==> config.mk <==
export PLATFORM = sky130hd
export DESIGN_NAME = box_animator_flat
export DESIGN_NICKNAME = d
export VERILOG_FILES = /design/src/rtl/box_animator_if.sv /design/src/rtl/box_animator.sv /design/src/flat_wrapper.sv
export SDC_FILE = /design/constraint.sdc
export NUM_CORES = 1
export LEC_CHECK = 0
export BUFFER_PORTS_ARGS = -buffer_cell sky130_fd_sc_hd__buf_2
export CAP_MARGIN = 20
export CORE_ASPECT_RATIO = 1.25
export CORE_MARGIN = 4
export CORE_UTILIZATION = 44
export CTS_CLUSTER_SIZE = 25
export DETAILED_ROUTE_END_ITERATION = 8
export HOLD_SLACK_MARGIN = 0.06
export PLACE_DENSITY = 0.73
export SLEW_MARGIN = 5
export SYNTH_ARGS = -nofsm -noshare
export SYNTH_HDL_FRONTEND = slang
export SYNTH_SLANG_ARGS = --single-unit
==> constraint.sdc <==
create_clock -name clk -period 7.8 [get_ports clk]
set_clock_uncertainty 0.2 [all_clocks]
set_input_delay 0.78 -clock clk [delete_from_list [all_inputs] [get_ports clk]]
set_output_delay 0.78 -clock clk [all_outputs]
set_load 0.005 [all_outputs]
==> src/rtl/box_animator_if.sv <==
// Square-plot command channel between the box animator and the pixel plotter.
interface box_animator_if;
    logic       cmd_valid;
    logic       cmd_ready;
    logic [7:0] cmd_x;
    logic [6:0] cmd_y;
    logic [2:0] cmd_colour;
    logic       plot_done;

    modport master (
        output cmd_valid,
        output cmd_x,
        output cmd_y,
        output cmd_colour,
        input  cmd_ready,
        input  plot_done
    );

    modport slave (
        input  cmd_valid,
        input  cmd_x,
        input  cmd_y,
        input  cmd_colour,
        output cmd_ready,
        output plot_done
    );
endinterface

==> src/rtl/box_animator.sv <==
// Bouncing-box animator: draws a square, holds it for a number of frames,
// erases it, steps it one pixel diagonally with edge bounce, and repeats.
//
//   state      | meaning
//   DRAW_REQ   | offer draw of box at (px,py) in latched colour
//   DRAW_WAIT  | draw accepted, waiting for plot_done
//   HOLD       | count run-qualified frame ticks up to FRAMES_PER_STEP
//   ERASE_REQ  | offer erase (colour 000) of box at (px,py)
//   ERASE_WAIT | erase accepted, waiting for plot_done
//   MOVE       | bounce direction at limits, step px/py by one
module box_animator #(
    parameter int CLKS_PER_FRAME  = 833333,
    parameter int FRAMES_PER_STEP = 15,
    parameter int BOX             = 4,
    parameter int X_LIM           = 160,
    parameter int Y_LIM           = 120
) (
    input  logic            clk,
    input  logic            resetn,
    input  logic            run,
    input  logic [2:0]      colour_in,
    output logic            frame_tick,
    box_animator_if.master  cmd
);

    localparam int FW = (CLKS_PER_FRAME > 1) ? $clog2(CLKS_PER_FRAME) : 1;
    localparam int SW = $clog2(FRAMES_PER_STEP + 1);
    localparam logic [7:0] X_MAX = 8'(X_LIM - BOX);
    localparam logic [6:0] Y_MAX = 7'(Y_LIM - BOX);

    typedef enum logic [2:0] {
        DRAW_REQ,
        DRAW_WAIT,
        HOLD,
        ERASE_REQ,
        ERASE_WAIT,
        MOVE
    } state_t;

    state_t          state_q, state_d;
    logic [FW-1:0]   frame_q, frame_d;
    logic [SW-1:0]   step_q, step_d;
    logic [SW-1:0]   step_inc;
    logic [7:0]      px_q, px_d;
    logic [6:0]      py_q, py_d;
    logic            dx_q, dx_d;
    logic            dy_q, dy_d;
    logic            ndx, ndy;
    logic [2:0]      colour_q, colour_d;
    // live_q keeps the command channel quiet for the cycle following a reset edge
    logic            live_q, live_d;
    logic            in_req;
    logic            accept;

    assign frame_tick     = (frame_q == FW'(CLKS_PER_FRAME - 1));
    assign in_req         = live_q && ((state_q == DRAW_REQ) || (state_q == ERASE_REQ));
    assign accept         = in_req && cmd.cmd_ready;
    assign step_inc       = step_q + SW'(1);

    assign cmd.cmd_valid  = in_req;
    assign cmd.cmd_x      = px_q;
    assign cmd.cmd_y      = py_q;
    assign cmd.cmd_colour = (!live_q || (state_q == ERASE_REQ)) ? 3'b000 : colour_q;

    always_comb begin
        state_d  = state_q;
        frame_d  = frame_tick ? '0 : frame_q + FW'(1);
        step_d   = step_q;
        px_d     = px_q;
        py_d     = py_q;
        dx_d     = dx_q;
        dy_d     = dy_q;
        colour_d = colour_q;
        live_d   = 1'b1;
        ndx      = dx_q;
        ndy      = dy_q;

        case (state_q)
            DRAW_REQ: begin
                if (accept) state_d = DRAW_WAIT;
            end
            DRAW_WAIT: begin
                if (cmd.plot_done) begin
                    state_d = HOLD;
                    step_d  = '0;
                end
            end
            HOLD: begin
                if (frame_tick && run) begin
                    step_d = step_inc;
                    if (step_inc == SW'(FRAMES_PER_STEP)) state_d = ERASE_REQ;
                end
            end
            ERASE_REQ: begin
                if (accept) state_d = ERASE_WAIT;
            end
            ERASE_WAIT: begin
                if (cmd.plot_done) state_d = MOVE;
            end
            MOVE: begin
                // Bounce is decided on the pre-step position so the box never leaves the screen
                if ((dx_q && (px_q == X_MAX)) || (!dx_q && (px_q == 8'd0))) ndx = ~dx_q;
                if ((dy_q && (py_q == Y_MAX)) || (!dy_q && (py_q == 7'd0))) ndy = ~dy_q;
                dx_d     = ndx;
                dy_d     = ndy;
                px_d     = ndx ? px_q + 8'd1 : px_q - 8'd1;
                py_d     = ndy ? py_q + 7'd1 : py_q - 7'd1;
                colour_d = colour_in;
                state_d  = DRAW_REQ;
            end
            default: state_d = DRAW_REQ;
        endcase

        if (!resetn) begin
            state_d  = DRAW_REQ;
            frame_d  = '0;
            step_d   = '0;
            px_d     = 8'd0;
            py_d     = 7'd0;
            dx_d     = 1'b1;
            dy_d     = 1'b1;
            colour_d = colour_in;
            live_d   = 1'b0;
        end
    end

    always_ff @(posedge clk) begin
        state_q  <= state_d;
        frame_q  <= frame_d;
        step_q   <= step_d;
        px_q     <= px_d;
        py_q     <= py_d;
        dx_q     <= dx_d;
        dy_q     <= dy_d;
        colour_q <= colour_d;
        live_q   <= live_d;
    end

endmodule

==> src/flat_wrapper.sv <==
// flat-port wrapper written by rule: the top's interface ports become plain ports
module box_animator_flat 
#(
    parameter int CLKS_PER_FRAME  = 833333,
    parameter int FRAMES_PER_STEP = 15,
    parameter int BOX             = 4,
    parameter int X_LIM           = 160,
    parameter int Y_LIM           = 120
)
  (clk, resetn, run, colour_in, frame_tick, cmd_cmd_valid, cmd_cmd_x, cmd_cmd_y, cmd_cmd_colour, cmd_cmd_ready, cmd_plot_done);
  box_animator_if cmd_i ();
  input  logic clk;
  input  logic resetn;
  input  logic run;
  input  logic [2:0] colour_in;
  output logic frame_tick;
  output wire logic [$bits(cmd_i.cmd_valid)-1:0] cmd_cmd_valid;
  output wire logic [$bits(cmd_i.cmd_x)-1:0] cmd_cmd_x;
  output wire logic [$bits(cmd_i.cmd_y)-1:0] cmd_cmd_y;
  output wire logic [$bits(cmd_i.cmd_colour)-1:0] cmd_cmd_colour;
  input wire logic [$bits(cmd_i.cmd_ready)-1:0] cmd_cmd_ready;
  input wire logic [$bits(cmd_i.plot_done)-1:0] cmd_plot_done;
  assign cmd_cmd_valid = cmd_i.cmd_valid;
  assign cmd_cmd_x = cmd_i.cmd_x;
  assign cmd_cmd_y = cmd_i.cmd_y;
  assign cmd_cmd_colour = cmd_i.cmd_colour;
  assign cmd_i.cmd_ready = cmd_cmd_ready;
  assign cmd_i.plot_done = cmd_plot_done;
  box_animator #(.CLKS_PER_FRAME(CLKS_PER_FRAME), .FRAMES_PER_STEP(FRAMES_PER_STEP), .BOX(BOX), .X_LIM(X_LIM), .Y_LIM(Y_LIM)) u_core (.clk(clk), .resetn(resetn), .run(run), .colour_in(colour_in), .frame_tick(frame_tick), .cmd(cmd_i));
endmodule
-- After elaboration in Yosys (flattened, before gate mapping)
Index checks and enable logic that the tools add are counted.
- output and inout port bits: 20
- input port bits: 8
- word-level logic and storage cells: 75
- register bits: 48
- equality and inequality tests: 16
- muxes and demuxes: 20
- add/subtract/negate cells: 6
- reductions and logical operators: 21
- bitwise logic cells: 3
- operators with widths (operator ; count):
    3-bit 2-to-1 mux ; 9
    20-bit by 1-bit adder with 20-bit output, second input constant ; 1
    20-bit == test, second input constant ; 1
    3-bit case mux with 5 select lines ; 1
    2-bit by 1-bit != test with 1-bit output, second input constant ; 5
    8-bit by 1-bit adder with 8-bit output, second input constant ; 1
    8-bit == test, second input constant ; 1
    8-bit logical NOT ; 1
    4-bit 2-to-1 mux ; 2
    8-bit 2-to-1 mux ; 1
    4-bit case mux with 2 select lines ; 1
    8-bit by 1-bit subtractor with 8-bit output, second input constant ; 1
    7-bit by 1-bit adder with 7-bit output, second input constant ; 1
    7-bit == test, second input constant ; 1
    1-bit logical AND ; 7
    7-bit logical NOT ; 1
    7-bit 2-to-1 mux ; 1
    7-bit by 1-bit subtractor with 7-bit output, second input constant ; 1
    3-bit by 2-bit == test with 1-bit output, second input constant ; 2
    3-bit == test, second input constant ; 2
    6-bit AND reduction ; 1
    1-bit 2-to-1 mux ; 5
    4-bit by 1-bit adder with 4-bit output, second input constant ; 1
    4-bit == test, second input constant ; 1
    9 further kinds ; 17

-- Longest topological paths before layout
- depth after elaboration: 6
- mapped depth: 12
- mapped depth without buffers: 11

-- Worst setup path before layout
No wires, ideal clock.
- path type: register -> register
- from: reg u_core.px_q[1] (netlist: u_core.cmd.cmd_x[1])
- to: reg u_core.px_q[7] (netlist: u_core.cmd.cmd_x[7])
- cell stages (with the launch flop): 11
- data required time: 7.528 ns
- library setup time: 0.072 ns
- period minus slack after synthesis: 3.123 ns
- slack: 4.677 ns
- data arrival time: 2.851 ns
- path buffers: 0
- cells stage by stage: dfxtp_1 -> or4_1 -> o21ai_1 -> o2bb2ai_1 -> ha_1 -> a21oi_1 -> nor2_1 -> a311o_1 -> o31ai_1 -> mux2i_1 -> mux2i_1
- word-level cells in the longest chain between the ends: 6
- elaborated cells between the ends (all ways): 10
- those cells by class: add/sub (2); eq/ne (1); mux (3); reduce/logical (4)
- ends and longest elaborated chain (what ; line ; RTL):
    from (decl) ; box_animator.sv:44 ; logic [7:0] px_q, px_d;
    from (signal assigned) ; box_animator.sv:131 ; px_q <= px_d;
    8-bit == test / 8-bit logical NOT (equally long branches) ; box_animator.sv:102 ; if ((dx_q && (px_q == X_MAX)) || (!dx_q && (px_q == 8'd0))) ndx = ~dx_q;
    1-bit logical AND ; box_animator.sv:102 ;
    1-bit logical OR ; box_animator.sv:102 ;
    1-bit 2-to-1 mux ; box_animator.sv:102 ;
    1-bit 2-to-1 mux ; box_animator.sv:78 ; case (state_q)
    8-bit 2-to-1 mux * ; box_animator.sv:106 ; px_d = ndx ? px_q + 8'd1 : px_q - 8'd1;
Every way passes the cells marked *; elsewhere a longest branch is shown, timed or not. The select of a mux whose other input is x is not followed.
A chain may end at the register's enable or synchronous reset.

-- Final worst setup path
Same ends and word-level chain as after synthesis.

==> key figures <==
Critical path
  – Slowest CP cell: or4_1
  – Startpoint Class: flop
  – Reg-to-Reg Start: u_core.cmd.cmd_x[1]
  – Crit path from: u_core.cmd.cmd_x[1]
  – CP Capture Type: flop
  – Cell mode on critical path: mux2i_1
  – WP data required: 7.83 ns
  – R2R Setup Slk: 4.32 ns
  – Crit path kind: reg -> reg
  – Largest fanout on the critical path: 9
  – End point of the critical path: u_core.cmd.cmd_x[7]
  – Crit path cell chain: or4_1 -> nor4_1 -> o2bb2ai_1 -> ha_1 -> a21oi_1 -> nor2_1 -> a311o_1 -> o31ai_1 -> mux2i_1 -> mux2i_1
  – R2R Path End: u_core.cmd.cmd_x[7]
  – Worst reg-to-reg path cell count: 10
  – Worst EP arrival: 3.50 ns
  – Slowest stage delay, CP: 0.56 ns

Synthesis
  – #FFs+latches synth: 48
  – Most common flop cell mapped by yosys: dfxtp_1
  – Seq/Total Area, Yosys: 38.1%
  – Number of synthesized flops with an enable pin: 3
  – Share of flip-flops with an asynchronous set or reset: 0%
  – Post-Syn Area: 0.00260 mm2
  – Post-synth cell types: 54
  – Cells after synthesis: 301
  – Synth Net Count: 321
  – YS warnings: 0
  – Mapped Avg Cell Area: 8.65 um2

Place
  – IO buf count: 27
  – Hpwl dp: 3.71 mm
  – Global placer's final weighted congestion: 0.824
  – Cell total after placement: 383

Floorplan
  – Die area: 0.00722 mm2
  – Core Area: 0.00578 mm2
  – Width of the die: 76.8 um
  – Initial Util: 45.0%
  – IO Pins: 28
  – Num rows: 31
  – Die Y: 94.0 um

Global routing
  – Total congestion overflow: 0
  – Initial antenna violation count: 0
  – GRT Total Usage: 15.0%
  – Vias in the first global route: 2061
  – Largest net degree at the start of global routing: 35
  – Global-route wire length before repair: 8.83 mm

Clocking
  – CTS Buf Count: 5
  – H-tree lvl count: 2
  – Hold Buf Count CTS: 0
  – Insertion delay to the later sink of the worst-skew pair: 0.30 ns
  – Post-CTS Setup Inserts: 0
  – Clock slew seen by the registers of the worst setup and hold paths: 0.09 ns
  – Max Root-Sink Buffers: 2
  – Clk sinks: 48
  – Resize count post-CTS: 0
  – Root buf cell: clkbuf_8
  – CTS tree: yes

Timing
  – RSZ-0062 raised after global routing: false
  – Tcrit/Tclk final: 44.6%
  – Setup Viol. Count Final: 0
  – Fin. Hold Viols: 0
  – Hold Slack: 0.294 ns
  – Min Tclk post-route: 3.48 ns
  – Max-slew headroom: 48.2%
  – Actual slew at the worst max-slew pin: 0.775 ns
  – Setup TNS: 0 ns
  – Max-slew violations: 0
  – Max frequency: 288 MHz

Drt
  – DR pass1 iterations: 4
  – WL/cell: 13.3 um
  – Via-to-Cell Ratio: 5.51
  – Detail Route Antenna Nets: 0
  – WL final: 5.22 mm
  – Via count: 2154
  – DRC errors left: 0
  – Initial detailed-routing violation count: 91

Worst hold path
  – Hold crit path type: reg -> reg

Finish
  – Fin util: 49.5%
  – Diode count: 0
  – Share of cells above drive strength 1: 12.9%
  – Post-route non-filler standard cell count: 391
  – Final-stage net count: 344
  – Commonest non-fill, non-tap cells in the layout: dfxtp_1 (45), nor2_1 (28), buf_2 (27), nand2_1 (26), xnor2_1 (19)
  – Commonest non-fill, non-tap cell in the layout: dfxtp_1
  – Fillcell total: 544
  – Synth-to-layout area growth: 9.86%

Pwr
  – Power Dens Cells: 145 mW/mm2
  – Peak VDD IR: 0.0926 mV
  – Total leakage power: 1.17 nW

Job
  – Reported max-cap violation count: 0

Run status
  – Outcome: finished, final reports clean
[Yosys cell counts, drive strengths merged, types with 2 or more instances]
cell	n	area, um2
mux2i	3	30.0
nor3	9	50.1
nand2b	8	50.1
xnor2	19	166
nor2b	3	18.8
ha	11	138
a21boi	3	22.5
a21o	2	15.0
edfxtp	3	90.1
nand3	17	85.1
nor4b	3	32.5
clkbuf	10	37.5
a31oi	2	12.5
and4b	2	20.0
o211a	2	20.0
and2	8	50.1
inv	10	37.5
or3	4	25.0
nand3b	2	15.0
nand4	9	68.8
nor2	28	105
o21a	3	22.5
nor4	6	52.6
dfxtp	45	901
nand2	26	97.6
o211ai	4	30.0
or2	3	18.8
and3	8	51.3
xor2	8	70.1
a311o	2	20.0
o21ai	12	60.1
a21oi	13	65.1
[stage by stage]
step,area (um2),power (mW),worst slack [ns]
6_report,2860,0.415,4.32
5_1_grt,2860,0.434,4.07
4_1_cts,2860,0.423,4.35
3_5_place_dp,2780,0.279,4.39
3_3_place_gp,2780,0.279,4.55
2_1_floorplan,2600,0.272,4.68
[how the worst min path moves through the flow]
stage | start | to | slack (ns) | cells past startpoint
final | u_core.frame_q[0] | u_core.frame_q[0] | 0.29 | 1
after global routing | u_core.frame_q[0] | u_core.frame_q[0] | 0.33 | 1
after CTS | u_core.frame_q[0] | u_core.frame_q[0] | 0.29 | 1
after detailed placement | u_core.frame_q[0] | u_core.frame_q[0] | 0.27 | 1
after global placement | u_core.frame_q[0] | u_core.frame_q[0] | 0.26 | 1
after floorplan | u_core.frame_q[0] | u_core.frame_q[0] | 0.24 | 1
[state kept, by name, summed over array words and instances (netlist names)]
register	count
u_core.colour_q	3
u_core.dx_q	1
u_core.cmd.cmd_y	7
u_core.live_q	1
u_core.state_q	3
u_core.step_q	4
u_core.dy_q	1
u_core.frame_q	20
u_core.cmd.cmd_x	8
[cell families after synthesis]
family          synth area share [%]
xor+xnor                        9.09
compound gates                  12.4
buf+inv                         3.08
simple gates                    30.2
fa+ha+maj                       6.06
mux                             1.15
flops                           38.1
[where the power goes]
part | switching (mW) | total [mW] | internal [mW]
Sequential | 0.00427 | 0.255 | 0.251
Combinational | 0.0111 | 0.0184 | 0.00727
Clock | 0.0786 | 0.142 | 0.0631
Total | 0.0940 | 0.415 | 0.321
[worst max-delay path: cells and delay by family (launching register included)]
| kind | cells | cell delay, ns |
|---|---|---|
| AO/OA/AOI/OAI | 4 | 1.13 |
| adder cells (fa/ha/maj) | 1 | 0.43 |
| flip-flops | 1 | 0.37 |
| multiplexers | 2 | 0.45 |
| AND/OR/NAND/NOR | 3 | 0.83 |
[final cells by class]
class,instances,area [um2],share of cell area (%)
clock inverters,1,5.00,0.175
multi-input cells,232,1530,53.6
repair buffers,27,135,4.73
well taps,66,82.6,2.89
flip-flops and latches,48,991,34.7
inverters,10,37.5,1.31
clock buffers,7,76.3,2.67
[routing by layer]
metal | GRT usage (%) | part of all wire [%] | routed length (um)
met1 | 17.5 | 46 | 2420
met2 | 26.7 | 48 | 2520
met3 | 3.65 | 4.1 | 212
met4 | 5.44 | 1.1 | 57
met5 | 0 | 0 | 0
Power figures use the tool's default switching activity.
